File: src/rtl/instr_encoder_pkg.sv
// Shared opcode/funct constants, descriptor kinds and encoder state encoding.
// The opcode and funct values match the control unit decode.
package instr_encoder_pkg;

    localparam logic [5:0] OP_RTYPE = 6'h00;
    localparam logic [5:0] OP_ORI   = 6'h0D;
    localparam logic [5:0] OP_LW    = 6'h23;
    localparam logic [5:0] OP_SW    = 6'h2B;
    localparam logic [5:0] OP_BEQ   = 6'h04;
    localparam logic [5:0] OP_JAL   = 6'h03;

    localparam logic [5:0] FN_ADDU  = 6'h21;
    localparam logic [5:0] FN_SUBU  = 6'h23;

    typedef enum logic [2:0] {
        K_ADDU    = 3'd0,
        K_SUBU    = 3'd1,
        K_ORI     = 3'd2,
        K_LW      = 3'd3,
        K_SW      = 3'd4,
        K_BEQ     = 3'd5,
        K_JAL     = 3'd6,
        K_ILLEGAL = 3'd7
    } kind_e;

    typedef enum logic [1:0] {
        ST_IDLE = 2'd0,
        ST_LOAD = 2'd1,
        ST_DONE = 2'd2,
        ST_ERR  = 2'd3
    } state_e;

    typedef struct packed {
        kind_e       kind;
        logic [4:0]  rs;
        logic [4:0]  rt;
        logic [4:0]  rd;
        logic [25:0] imm;
    } desc_t;

endpackage

File: src/rtl/instr_encoder_pack.sv
// Combinational packer: instruction descriptor -> 32-bit MIPS word plus legality.
module instr_pack
    import instr_encoder_pkg::*;
(
    input  desc_t       desc_i,
    output logic        legal_o,
    output logic [31:0] word_o
);

    always_comb begin
        legal_o = 1'b1;
        word_o  = '0;
        case (desc_i.kind)
            K_ADDU:    word_o = {OP_RTYPE, desc_i.rs, desc_i.rt, desc_i.rd, 5'b0, FN_ADDU};
            K_SUBU:    word_o = {OP_RTYPE, desc_i.rs, desc_i.rt, desc_i.rd, 5'b0, FN_SUBU};
            K_ORI:     word_o = {OP_ORI, desc_i.rs, desc_i.rt, desc_i.imm[15:0]};
            K_LW:      word_o = {OP_LW,  desc_i.rs, desc_i.rt, desc_i.imm[15:0]};
            K_SW:      word_o = {OP_SW,  desc_i.rs, desc_i.rt, desc_i.imm[15:0]};
            K_BEQ:     word_o = {OP_BEQ, desc_i.rs, desc_i.rt, desc_i.imm[15:0]};
            K_JAL:     word_o = {OP_JAL, desc_i.imm};
            K_ILLEGAL: legal_o = 1'b0;
        endcase
    end

endmodule

File: src/rtl/instr_encoder.sv
// Sequential instruction encoder: accepts descriptors, packs them and writes
// them to instruction memory at sequential word addresses through one output stage.
module instr_encoder
    import instr_encoder_pkg::*;
#(
    parameter int unsigned ADDR_W = 8,
    parameter int unsigned DEPTH  = 256
) (
    input  logic              clk,
    input  logic              rstn,
    input  logic              start,
    input  logic              finish,
    input  logic              in_valid,
    output logic              in_ready,
    input  logic [2:0]        in_kind,
    input  logic [4:0]        in_rs,
    input  logic [4:0]        in_rt,
    input  logic [4:0]        in_rd,
    input  logic [25:0]       in_imm,
    output logic              im_we,
    input  logic              im_ready,
    output logic [ADDR_W-1:0] im_addr,
    output logic [31:0]       im_wdata,
    output logic [ADDR_W:0]   word_count,
    output logic              busy,
    output logic              done,
    output logic              err
);

    localparam int unsigned CNT_W = ADDR_W + 1;

    state_e              state_q, state_d;
    logic                we_q, we_d;
    logic [ADDR_W-1:0]   addr_q, addr_d;
    logic [31:0]         wdata_q, wdata_d;
    logic [CNT_W-1:0]    count_q, count_d;
    logic                err_q, err_d;
    logic                pend_q, pend_d;

    desc_t               desc;
    logic                legal_c;
    logic [31:0]         word_c;
    logic [CNT_W-1:0]    inflight_c;
    logic                accept_c;
    logic                commit_c;
    logic                full_c;

    assign desc = '{kind: kind_e'(in_kind), rs: in_rs, rt: in_rt, rd: in_rd, imm: in_imm};

    instr_pack u_pack (
        .desc_i  (desc),
        .legal_o (legal_c),
        .word_o  (word_c)
    );

    // Committed words plus the one held in the output register; also the next write address.
    assign inflight_c = count_q + CNT_W'(we_q);
    assign full_c     = (count_q == CNT_W'(DEPTH));
    assign commit_c   = we_q && im_ready;
    assign in_ready   = (state_q == ST_LOAD) && !start && !pend_q
                        && (inflight_c < CNT_W'(DEPTH)) && (!we_q || im_ready);
    assign accept_c   = in_valid && in_ready;

    always_comb begin
        state_d = state_q;
        we_d    = we_q;
        addr_d  = addr_q;
        wdata_d = wdata_q;
        count_d = count_q;
        err_d   = err_q;
        pend_d  = pend_q;
        if (start) begin
            state_d = ST_LOAD;
            we_d    = 1'b0;
            addr_d  = '0;
            count_d = '0;
            err_d   = 1'b0;
            pend_d  = 1'b0;
        end else begin
            if (commit_c) begin
                count_d = count_q + CNT_W'(1);
                we_d    = 1'b0;
            end
            // A commit and a new load in the same cycle keep the stage full with no bubble.
            if (accept_c && legal_c) begin
                we_d    = 1'b1;
                addr_d  = ADDR_W'(inflight_c);
                wdata_d = word_c;
            end
            if (state_q == ST_LOAD) begin
                if (finish) begin
                    pend_d = 1'b1;
                end
                if (accept_c && !legal_c) begin
                    err_d   = 1'b1;
                    state_d = ST_ERR;
                end else if (in_valid && full_c) begin
                    err_d   = 1'b1;
                    state_d = ST_ERR;
                end else if ((finish || pend_q) && !we_q && !accept_c) begin
                    state_d = ST_DONE;
                end
            end
        end
    end

    always_ff @(posedge clk or negedge rstn) begin
        if (!rstn) begin
            state_q <= ST_IDLE;
            we_q    <= 1'b0;
            addr_q  <= '0;
            wdata_q <= '0;
            count_q <= '0;
            err_q   <= 1'b0;
            pend_q  <= 1'b0;
        end else begin
            state_q <= state_d;
            we_q    <= we_d;
            addr_q  <= addr_d;
            wdata_q <= wdata_d;
            count_q <= count_d;
            err_q   <= err_d;
            pend_q  <= pend_d;
        end
    end

    assign im_we      = we_q;
    assign im_addr    = addr_q;
    assign im_wdata   = wdata_q;
    assign word_count = count_q;
    assign busy       = (state_q == ST_LOAD);
    assign done       = (state_q == ST_DONE);
    assign err        = err_q;

endmodule
File: config.mk
export PLATFORM = sky130hd
export DESIGN_NAME = instr_encoder
export DESIGN_NICKNAME = d
export VERILOG_FILES = /design/src/rtl/instr_encoder_pkg.sv /design/src/rtl/instr_encoder_pack.sv /design/src/rtl/instr_encoder.sv
export SDC_FILE = /design/constraint.sdc
export NUM_CORES = 1
export LEC_CHECK = 0
export BUFFER_PORTS_ARGS = -buffer_cell sky130_fd_sc_hd__buf_2
export CAP_MARGIN = 30
export CORE_ASPECT_RATIO = 0.75
export CORE_UTILIZATION = 45
export DETAILED_ROUTE_END_ITERATION = 10
export GPL_ROUTABILITY_DRIVEN = 1
export PLACE_DENSITY = 0.8
export SLEW_MARGIN = 20
export SYNTH_ARGS = -nofsm -noshare
export SYNTH_HDL_FRONTEND = slang
export SYNTH_SLANG_ARGS = --single-unit
File: constraint.sdc
create_clock -name clk -period 2.44 [get_ports clk]
set_clock_uncertainty 0.05 [all_clocks]
set_input_delay 0.244 -clock clk [delete_from_list [all_inputs] [get_ports clk]]
set_output_delay 0.244 -clock clk [all_outputs]
set_load 0.01 [all_outputs]
==> flow_metrics.tcl <==
set metrics [dict create \
    seq_area_frac_synth 0.479 \
    dr.pass1.iters 4 \
    synth_cell_types 47 \
    synth-async-reset-ratio 1.00 \
    synth_area_leaders "dfrtp_1 48%, mux2_2 8.5%, mux2_4 6.5%" \
    met3_length_um 333 \
    p_leak_uw 0.00180 \
    start_util 0.471 \
    crit_buf_inv 1 \
    gr-total-overflow 0 \
    fin_crit_sh 0.919 \
    yosys.cell_count.top_type "dfrtp_1" \
    p_per_area_nw_per_um2 790 \
    drt_iter0_drc 145 \
    ant_nets 0 \
    netlist.area_leader.share 0.479 \
    final-setup-viol-count 0 \
    critPathMaxFanout 17 \
    clock-sinks 53 \
    placed_area_um2 3380 \
    die_h_um 70.0 \
    critPathKind "reg2reg" \
    finalMaxSlewViolations 0 \
    path_delay_family "simple AND/OR/NAND/NOR gates" \
    ys_ff_latch 53 \
    vias 2228 \
    grt_pass1_vias 2163 \
    fin_crit_ps 2240 \
    max_stage_delay_ps 450 \
    clk_latency_ps 300 \
    ir_worst_vdd_mv 0.468 \
    ff2ff_setup_slack_ps 200 \
    syn_inst 251 \
    whs_ps -6.73 \
    grt_max_degree 54 \
    maxSlewHeadroom 0.513 \
    place_congestion 0.880 \
    rsz0062_at_grt "false" \
    fmax_mhz 446 \
    r2r_start "word_count[0]" \
    post_drt_via_cell_ratio 5.11 \
    drt_wl_total_um 6280 \
    clockBufferDepth 2 \
    tritoncts "built" \
    synthTopCellsByCount "53 x dfrtp_1, 22 x nor2_1, 21 x mux2_2" \
    crit_slowest_cell "or4b_1" \
    maxCapViolations 0 \
    dieArea_um2 6480 \
    crit_path_end "im_wdata[28]" \
    area_growth_pct 26.5 \
    num_rows 24 \
    rr_worst_depth 7 \
    startpoint "word_count[0]" \
    syn_area_um2 2770 \
    io_pins 104 \
    grt.total_usage 0.205 \
    wl_met2_um 3090 \
    cp.depth 7 \
    post-place-cells 428 \
    crit_chain "ha_1 -> ha_1 -> nand3_2 -> o21ai_2 -> or4b_1 -> buf_4 -> a221o_1" \
    grt_pass1_wl_um 10500 \
    critPathRequiredTime_ps 2590 \
    synth_top_area_cell "dfrtp_1" \
    die_w_um 92.6 \
    cts_max_level 2 \
    dp_hpwl_um 4710 \
    root_buffer "clkbuf_8" \
    hold_viol 8 \
    finalPower_uw 2770 \
    synth_edf_count 0 \
    hp-class "in2async" \
    setup_tns_ps 0 \
    wl_met1_um 2790 \
    worst_setup_path_start_kind "flip-flop" \
    drcViolationCount 0 \
    design_area_um2 3500 \
    synthFlopType "dfrtp_1" \
    core_um2 5890 \
    cpMostUsedCell "ha_1" \
    stdcell_count 436 \
    syn_area_per_cell_um2 11.0 \
    io_buffers 102 \
    diodes 0 \
    status "complete, but fails checks" \
    yosysWarnings 0 \
    tightest_slew_ps 728 \
    violations "hold timing" \
    final_util 0.595 \
    wire_per_inst_um 14.4 \
    drive_gt1_frac 0.458 \
    final_nets 411 \
    synth_nets 305 \
    r2r-end "im_wdata[28]" \
    cts_buffers 5 \
    top_layer "met4" \
    cts.reportedPaths.clkPinSlew_ps 90 \
    end_kind "flip-flop" \
    arrival_ps 2390 \
    antenna_found_initial 0 \
]
[registers in the layout (all words and copies together), names as in the netlist]
| register | cells |
|---|---|
| im_addr | 8 |
| err | 1 |
| im_we | 1 |
| im_wdata | 31 |
| state_q | 2 |
| pend_q | 1 |
| word_count | 9 |
[timing repair]
action,4_1_cts,5_1_grt
resized for setup,0,2
hold endpoints to repair,0,0
setup endpoints to repair,0,2
buffers inserted,0,0
hold buffers,0,0
[stage by stage]
stage,hold WS [ps],worst slack [ps]
final,-6.73,197
after global routing,64.8,19.2
after CTS,27.0,186
after detailed placement,365,196
after global placement,355,262
after floorplan,-102,157
[layer usage]
layer | vias to the layer above | track usage
met5 | - | 0
li1 | 1083 | -
met2 | 67 | 0.330
met1 | 1071 | 0.283
met3 | 7 | 0.0414
met4 | 0 | 0.0581
[report_power, final]
group | switching (uW) | internal [uW] | total [uW]
combinational | 423 | 473 | 895
clock | 279 | 335 | 613
sequential | 138 | 1120 | 1260
[layout by cell type, fill, tap and decap left out, drive strengths merged, types with 6 or more instances in the layout]
cell and instances:
nand3 7, xor2 6, mux2i 7, dfrtp 53, nand2b 8, o21ai 20, buf 116, nor3 6
mux2 33, nor2 22, clkbuf 7, nand2 17, xnor2 7
[logic make-up after synthesis]
| logic type | synth area share |
|---|---|
| AO/OA/AOI/OAI | 0.0858 |
| flip-flops | 0.479 |
| AND/OR/NAND/NOR | 0.154 |
| buffers and inverters | 0.0451 |
| XOR/XNOR | 0.0411 |
| multiplexers | 0.176 |
| other | 0.00135 |
| adder cells (fa/ha/maj) | 0.0181 |
[worst min path at each step]
stage | from | end | slack [ps] | cells past startpoint
3_3_place_gp | rstn | word_count[5] | 350 | 2
2_1_floorplan | rstn | err | -100 | 0
3_5_place_dp | rstn | word_count[5] | 360 | 2
6_report | rstn | word_count[7] | -7 | 2
5_1_grt | rstn | word_count[7] | 60 | 2
4_1_cts | rstn | im_wdata[29] | 30 | 2
[worst register-to-register path, stage by stage, from the launching register on]
cell,delay [ps]
dfrtp_1,360
ha_1,180
ha_1,210
nand3_2,140
o21ai_2,190
or4b_1,450
buf_4,200
a221o_1,350
[final cells by class]
class,instances,area [um^2]
Clock buffer,7,86.3
Clock inverter,1,30.0
Fill cell,517,2380
Inverter,5,18.8
Multi-Input combinational cell,176,1330
Sequential cell,53,1330
Tap cell,78,97.6
Timing Repair Buffer,116,616
Power figures use the tool's default switching activity.
